### config.mk
export PLATFORM = sky130hd
export DESIGN_NAME = tv80_bus_bridge
export DESIGN_NICKNAME = d
export VERILOG_FILES = /design/src/rtl/tv80_bus_bridge.sv
export SDC_FILE = /design/constraint.sdc
export NUM_CORES = 1
export LEC_CHECK = 0
export BUFFER_PORTS_ARGS = -buffer_cell sky130_fd_sc_hd__buf_2
export CORE_ASPECT_RATIO = 1.2
export CORE_MARGIN = 2
export CORE_UTILIZATION = 48
export CTS_CLUSTER_DIAMETER = 120
export DETAILED_ROUTE_END_ITERATION = 8
export PLACE_DENSITY_LB_ADDON = 0.3
export SLEW_MARGIN = 0
export SYNTH_ARGS = -nofsm -noshare
export SYNTH_HDL_FRONTEND = slang
export SYNTH_SLANG_ARGS = --single-unit
### constraint.sdc
create_clock -name clk -period 2 [get_ports clk]
set_input_delay 0.1 -clock clk [delete_from_list [all_inputs] [get_ports clk]]
set_output_delay 0.1 -clock clk [all_outputs]
set_load 0.05 [all_outputs]
### src/rtl/tv80_bus_bridge.sv
// rtl/tv80_bus_bridge.sv - TV80 Z80-style bus strobes to a req/ack downstream bus
//
// Purpose:
//   Turns one Z80 memory or I/O cycle into at most one downstream request.
//   The CPU is held with wait_n while the request is outstanding. An
//   unanswered request is aborted after TIMEOUT cycles. Interrupt-acknowledge
//   cycles are answered locally with INTACK_VEC.
//
// Parameters:
//   TIMEOUT     max cycles spent in REQ before abort (1..255)
//   INTACK_VEC  data returned to the CPU on interrupt-acknowledge cycles
//
// Ports:
//   clk, reset                      clock, synchronous active-high reset
//   mreq_n, iorq_n, rd_n, wr_n, m1_n CPU strobes, active-low
//   A, cpu_do                        CPU address and write data
//   cpu_di                           registered read data to the CPU
//   wait_n                           wait request to the CPU, active-low
//   bus_req, bus_we, bus_io          downstream request, write and I/O flags
//   bus_addr, bus_wdata              latched request address and write data
//   bus_ack, bus_rdata               downstream completion and read data
//   bus_err                          one-cycle pulse on timeout abort

module tv80_bus_bridge #(
  parameter int          TIMEOUT    = 255,
  parameter logic [7:0]  INTACK_VEC = 8'hFF
) (
  input  logic        clk,
  input  logic        reset,
  input  logic        mreq_n,
  input  logic        iorq_n,
  input  logic        rd_n,
  input  logic        wr_n,
  input  logic        m1_n,
  input  logic [15:0] A,
  input  logic [7:0]  cpu_do,
  output logic [7:0]  cpu_di,
  output logic        wait_n,
  output logic        bus_req,
  output logic        bus_we,
  output logic        bus_io,
  output logic [15:0] bus_addr,
  output logic [7:0]  bus_wdata,
  input  logic        bus_ack,
  input  logic [7:0]  bus_rdata,
  output logic        bus_err
);

  // Code 2'b11 is unused and falls back to IDLE.
  localparam logic [1:0] S_IDLE = 2'd0;
  localparam logic [1:0] S_REQ  = 2'd1;
  localparam logic [1:0] S_DONE = 2'd2;

  // Last counter value before abort: REQ lasts exactly TIMEOUT cycles.
  localparam logic [7:0] CNT_LAST = 8'(TIMEOUT - 1);

  logic [1:0]  state_q, state_d;
  logic [7:0]  cnt_q, cnt_d;
  logic [7:0]  cpu_di_q, cpu_di_d;
  logic [15:0] bus_addr_q, bus_addr_d;
  logic [7:0]  bus_wdata_q, bus_wdata_d;
  logic        bus_we_q, bus_we_d;
  logic        bus_io_q, bus_io_d;
  logic        bus_err_q, bus_err_d;

  logic cyc_start;
  logic intack;

  // Refresh drives mreq_n without rd_n/wr_n, so it never qualifies.
  assign cyc_start = (state_q == S_IDLE) && (!mreq_n || !iorq_n) && (!rd_n || !wr_n);
  assign intack    = cyc_start && !iorq_n && !m1_n;

  // State register
  always_ff @(posedge clk) begin
    if (reset) begin
      state_q     <= S_IDLE;
      cnt_q       <= 8'd0;
      cpu_di_q    <= 8'd0;
      bus_addr_q  <= 16'd0;
      bus_wdata_q <= 8'd0;
      bus_we_q    <= 1'b0;
      bus_io_q    <= 1'b0;
      bus_err_q   <= 1'b0;
    end else begin
      state_q     <= state_d;
      cnt_q       <= cnt_d;
      cpu_di_q    <= cpu_di_d;
      bus_addr_q  <= bus_addr_d;
      bus_wdata_q <= bus_wdata_d;
      bus_we_q    <= bus_we_d;
      bus_io_q    <= bus_io_d;
      bus_err_q   <= bus_err_d;
    end
  end

  // Next-state and datapath
  always_comb begin
    state_d     = state_q;
    cnt_d       = cnt_q;
    cpu_di_d    = cpu_di_q;
    bus_addr_d  = bus_addr_q;
    bus_wdata_d = bus_wdata_q;
    bus_we_d    = bus_we_q;
    bus_io_d    = bus_io_q;
    bus_err_d   = 1'b0;

    case (state_q)
      S_IDLE: begin
        if (intack) begin
          cpu_di_d = INTACK_VEC;
          state_d  = S_DONE;
        end else if (cyc_start) begin
          // Request fields are frozen here and held for the whole REQ phase.
          bus_addr_d  = A;
          bus_we_d    = !wr_n;
          bus_io_d    = !iorq_n;
          bus_wdata_d = cpu_do;
          cnt_d       = 8'd0;
          state_d     = S_REQ;
        end
      end

      S_REQ: begin
        // Strobes are not looked at here: only ack or timeout ends REQ.
        // Ack is tested first so it wins over a coincident timeout.
        if (bus_ack) begin
          if (!bus_we_q) begin
            cpu_di_d = bus_rdata;
          end
          state_d = S_DONE;
        end else if (cnt_q == CNT_LAST) begin
          cpu_di_d  = 8'hFF;
          bus_err_d = 1'b1;
          state_d   = S_DONE;
        end else begin
          cnt_d = cnt_q + 8'd1;
        end
      end

      S_DONE: begin
        // Wait for the CPU to end its cycle so one Z80 cycle is one request.
        if (mreq_n && iorq_n) begin
          state_d = S_IDLE;
        end
      end

      default: begin
        state_d = S_IDLE;
      end
    endcase
  end

  // Outputs
  always_comb begin
    bus_req   = (state_q == S_REQ);
    // Reset forces wait_n high even before the first clock edge settles state.
    wait_n    = reset || !((state_q == S_REQ) || (cyc_start && !intack));
    cpu_di    = cpu_di_q;
    bus_addr  = bus_addr_q;
    bus_wdata = bus_wdata_q;
    bus_we    = bus_we_q;
    bus_io    = bus_io_q;
    bus_err   = bus_err_q;
  end

endmodule

# [Word level (Yosys, flattened, before mapping)]
# Index checks and enable logic that the tools add are counted.
[word_totals] reg_bits=45 in_bits=40 out_inout_bits=37 elab_cells=64
[op_classes] muxes=17 addsub=1 reduce_logical=24 n_eq_ne=12 n_bitwise=2
[op_table] op="8-bit two-way mux" n=8
[op_table] op="8-bit one-hot mux with 2 select lines" n=2
[op_table] op="2-bit != test (second input constant)" n=6
[op_table] op="2-bit two-way mux" n=5
[op_table] op="8-bit by 1-bit adder with 8-bit output (second input constant)" n=1
[op_table] op="8-bit equality test (second input constant)" n=1
[op_table] op="1-bit zero test" n=7
[op_table] op="1-bit logical AND" n=6
[op_table] op="3-bit != test (second input constant)" n=2
[op_table] op="2-bit one-hot mux with 3 select lines" n=1
[op_table] op="3-bit AND reduction" n=2
[op_table] op="5-bit AND reduction" n=1
[op_table] op="1-bit logical OR" n=4
[op_table] op="4-bit AND reduction" n=1
[op_table] op="3-bit by 1-bit != test with 1-bit output (second input constant)" n=1
[op_table] op="3-bit OR reduction" n=1
[op_table] op="2-bit by 1-bit equality test with 1-bit output (second input constant)" n=1
[op_table] op="2-bit equality test (second input constant)" n=1
[op_table] op="2-bit zero test" n=1
[op_table] op="1-bit NOT" n=2
[op_table] op="2-bit nonzero test" n=1
[op_table] op="1-bit two-way mux" n=1

# [Longest topological paths before layout]
[logic_depth] word_depth=11 ltp_mapped=7 ltp_nobuf=6

# [Worst setup path after synthesis]
# No wires, ideal clock.
[synth_timing] path_type="register -> output" start="register state_q[1]" end="output port wait_n" arrival_time_ps=2251 n_path_buf=2 path_slack_ps=-351 t_required_ps=1900 stages_incl_launch_ff=5 path_cell_list="dfxtp_1 -> clkbuf_1 -> nor2b_1 -> clkbuf_1 -> o21ai_0"
[synth_between] elab_cells_between_ends=11 classes_between="eq/ne (1); reduce/logical (10)"
[synth_rtl] element="start: declaration" line_no="57" text="logic [1:0] state_q, state_d;"
[synth_rtl] element="start signal: assignment" line_no="85" text="state_q <= state_d;"
[synth_rtl] element="2-bit by 1-bit equality test with 1-bit output"
[synth_rtl] element="via bus_req" line_no="39" text="output logic bus_req,"
[synth_rtl] element="1-bit logical OR" line_no="157" text="wait_n = reset || !((state_q == S_REQ) || (cyc_start && !intack));"
[synth_rtl] element="1-bit zero test" line_no="157"
[synth_rtl] element="1-bit logical OR" line_no="157"
[synth_rtl] element="end: declaration" line_no="38" text="output logic wait_n,"
# The timed path passes the listed nets, and every way through them passes these cells.

# [Worst setup path after layout]
[layout_timing] start="register state_q[0]" end="output port wait_n"
[layout_between] elab_chain_cells=10 elab_cells_between_ends=11 classes_between="eq/ne (1); reduce/logical (10)"
[layout_lines] element="2-bit zero test" line_no="70" text="assign cyc_start = (state_q == S_IDLE) && (!mreq_n || !iorq_n) && (!rd_n || !wr_n);"
[layout_lines] element="1-bit logical AND (2 in series)" line_no="70"
[layout_lines] element="1-bit logical AND (2 in series)" line_no="71" text="assign intack = cyc_start && !iorq_n && !m1_n;"
[layout_lines] element="1-bit zero test" line_no="157"
[layout_lines] element="1-bit logical AND" line_no="157"
[layout_lines] element="1-bit logical OR (*)" line_no="157"
[layout_lines] element="1-bit zero test (*)" line_no="157"
[layout_lines] element="1-bit logical OR (*)" line_no="157"
# Every way passes the cells marked *; elsewhere a longest branch is shown, timed or not.

==> implementation parameters <==
Parameter                              Value

Timing
  Setup violations, final ... 0
  Endpoints failing hold ... 0
  Slew @ Worst Pin ... ~580 ps
  Time the final worst path needs with I/O delays and setup ... around 1800 ps
  Slew Limit Fails ... 0
  Hold Worst Slack ... approximately 32 ps
  Upper clock frequency limit ... between 500 and 600 MHz
  Sum Neg Setup Slack ... 0 ps
  Largest clock skew in the final design ... between 4 and 5 ps
  Setup repair after global routing missed its margin ... no
  Worst rel slew slack ... 61.60%
  Post-route clock period utilization ... ~90%

GRT
  Met1 usage ... roughly a quarter
  GR Util All Layers ... 20.04%
  Global-route wire length before repair ... approximately 6.9 mm
  Met3 Usage GRT ... approximately 6.0%
  M2 GR Usage ... a little under a third
  Via count of the first global-routing pass ... 1558
  Largest net degree at the start of global routing ... 40
  Number of antenna violations at the first check in global routing ... 0
  Leftover overflow at the end of global routing ... 0
  Global routing's busiest layer ... met2

Synth
  Share of the synthesized area in the top cell type ... 46.78%
  Top cells by instance count after synthesis ... 51 x sky130_fd_sc_hd__nand2_1, 45 x sky130_fd_sc_hd__dfxtp_1, 36 x sky130_fd_sc_hd__a21oi_1
  Proportion of synthesized chip area in sequential cells ... 46.78%
  Post-Syn Nets ... between 200 and 300
  Post-synthesis instance area ... 1926 um^2
  Async set-or-reset flop fraction in the synthesized netlist ... 0%
  Mean post-synth cell area ... approximately 8.4 um^2
  Cell types occupying the most area after synthesis ... sky130_fd_sc_hd__dfxtp_1 47%, sky130_fd_sc_hd__nand2_1 9.9%, sky130_fd_sc_hd__a21oi_1 9.4%
  Leading cell type by number of instances after synthesis ... sky130_fd_sc_hd__nand2_1
  Register bit count reported by yosys ... between 40 and 50
  Dominant register cell in the synthesized netlist ... sky130_fd_sc_hd__dfxtp_1
  Number of synthesized flops with an enable pin ... 0
  Cell accounting for the most synthesized area ... sky130_fd_sc_hd__dfxtp_1
  Count of yosys warnings during synthesis ... 0
  Number of distinct library cell variants in the gate-level netlist after synthesis ... 40
  Cells after synthesis ... 228

Drt
  WL final ... around 4.3 mm
  Post-detailed-route via-to-cell ratio ... between 5 and 6
  Post-detailed-route count of antenna-violating nets ... 0
  Wire length per cell ... roughly 12 um
  Initial DRT Pass Iterations ... 4
  Routed vias ... 1852
  Drt initial violations ... approximately 140
  Count of unresolved DRC violations after routing ... 0

Pwr
  Worst supply voltage drop on vdd ... slightly above 0.6 mV
  Power per cell area ... 1126 nW/um^2
  Leakage power ... roughly 1.1 nW

Clock network
  Inserted Clock Buffers ... 5
  Total number of clock tree sinks ... 45
  Htree depth ... 2
  Max Root-Sink Buffers ... 2
  Clock latency on the worst-skew pair ... approximately 300 ps
  CTS hold repair buffers ... 0
  Cells resized by post-CTS repair ... 0
  TritonCTS clock tree ... yes
  Root cell of the clock tree ... sky130_fd_sc_hd__clkbuf_8
  Post-CTS setup buffer count ... 0
  Worst-path clk slew ... 80 ps

Run status
  Result of the run ... finished clean

Die
  Rows ... 25
  I/O pin count ... 77
  Overall die width ... 61.82 um
  Starting density of the core ... between 40% and 50%
  Die ar. ... between 4000 and 5000 um^2
  Floorplan core area ... between 3000 and 4000 um^2
  Overall die height ... 73.39 um

Final layout
  Layout overhead on the synthesized area ... 28.46%
  # nets final ... between 300 and 400
  Non-filler cells in the finished layout ... roughly 360
  Final Cell Area ... between 2000 and 2500 um^2
  Fraction of final layout cells with drive strength greater than 1 ... between 30% and 40%
  Diode insertion count for antenna repair ... 0
  Post-layout util ... a little over three fifths

Critical path
  Critical register-to-register path endpoint ... cnt_q[5]
  Critical path fanouts, max ... 10
  Endpoint required time on the critical path ... 1900 ps
  Crit Path Category ... flip-flop to primary output
  Reg2Reg Setup Slack ... approximately 210 ps
  Crit path DAT ... 1700 ps
  CP startpoint kind ... flip-flop
  Path depth of the worst reg2reg path ... 4
  Kind of capture point of the worst setup path ... primary output
  Worst r2r src ... state_q[0]

Placed design
  Cell area after placement ... 2357 um^2
  Port Buf Inserts ... 76
  Final estimated routing congestion in global placement ... between 0.7 and 0.8
  Placed Cells incl. Taps ... approximately 350
  Detail Placement HPWL ... between 3 and 4 mm

Worst hold path
  WHS Path Cells ... 3
  Classification of the worst-slack hold path ... input port to flip-flop
  Destination of the worst hold path ... bus_addr[15]
  Worst min-delay path startpoint ... A[15]

Run
  Max cap viols ... 0
-- how the worst max path moves through the flow --
stage	startpoint	to	slack [ps]	cells past startpoint
finish	state_q[0]	wait_n	200	4
global route	state_q[0]	wait_n	30	4
CTS	state_q[0]	wait_n	120	4
detailed placement	state_q[0]	cnt_q[5]	230	4
global placement	state_q[0]	cnt_q[5]	260	4
floorplan	state_q[1]	wait_n	30	4
-- flip-flops by register name, indices dropped and copies added, names as in the netlist --
register   flops
bus_addr      16
bus_err        1
bus_io         1
bus_wdata      8
bus_we         1
cnt_q          8
cpu_di         8
state_q        2
-- worst max-delay path, stage by stage, from the launching register on --
cell and delay (ps):
sky130_fd_sc_hd__dfxtp_1 380, sky130_fd_sc_hd__a211o_1 350, sky130_fd_sc_hd__nor3_4 350, sky130_fd_sc_hd__o21ai_1 90, sky130_fd_sc_hd__buf_2 220
-- layout by cell type (no fill, tap or decap), types with 2 or more instances in the layout --
cell                       count
sky130_fd_sc_hd__mux2i_1       2
sky130_fd_sc_hd__a21oi_1      36
sky130_fd_sc_hd__and3_1        2
sky130_fd_sc_hd__buf_4         8
sky130_fd_sc_hd__o21ai_0       2
sky130_fd_sc_hd__clkbuf_8      6
sky130_fd_sc_hd__nor3b_1      10
sky130_fd_sc_hd__nand2b_1      2
sky130_fd_sc_hd__nand4_1       2
sky130_fd_sc_hd__buf_2        76
sky130_fd_sc_hd__nand3_1       7
sky130_fd_sc_hd__a31oi_1       3
sky130_fd_sc_hd__nand4b_1      8
sky130_fd_sc_hd__nand2_1      51
sky130_fd_sc_hd__inv_1         4
sky130_fd_sc_hd__a211oi_1      5
sky130_fd_sc_hd__nor3_1        3
sky130_fd_sc_hd__ha_1          2
sky130_fd_sc_hd__dfxtp_1      45
sky130_fd_sc_hd__nor2_1        8
-- per-layer routing --
layer	routed length, um	up-vias	share of wire [%]
li1	-	949	-
met1	1875	838	43
met2	2067	58	48
met3	339	7	7.8
met4	61	0	1.4
met5	0	-	0
-- area by class of cell --
class	instances	area [um^2]
inverters	4	15.01
repair buffers	84	440.4
multi-input cells	164	933.4
clock buffers	7	86.33
well taps	54	67.56
clock inverters	1	30.03
flip-flops and latches	45	900.9
fillers	333	1436
-- where the power goes --
group | total (mW) | switching, mW | internal [mW]
Clock | 0.708 | 0.300 | 0.407
Sequential | 1.08 | 0.0638 | 1.01
Combinational | 1.00 | 0.720 | 0.282
-- metrics by stage --
step	total power, mW	setup slack (ps)
after detailed placement	2.107	230.2
after floorplan	1.874	29.76
after global routing	2.947	29.70
final	2.786	195.8
after CTS	2.813	118.8
after global placement	2.094	263.8
-- cells by family after synthesis --
kind of cell	share of synthesized area, %
compound gates	17.67
buf+inv	4.743
fa+ha+maj	1.299
simple gates	27.42
flops	46.78
mux	1.624
xor+xnor	0.4549
Note: power is estimated with default switching activity, not from simulation.
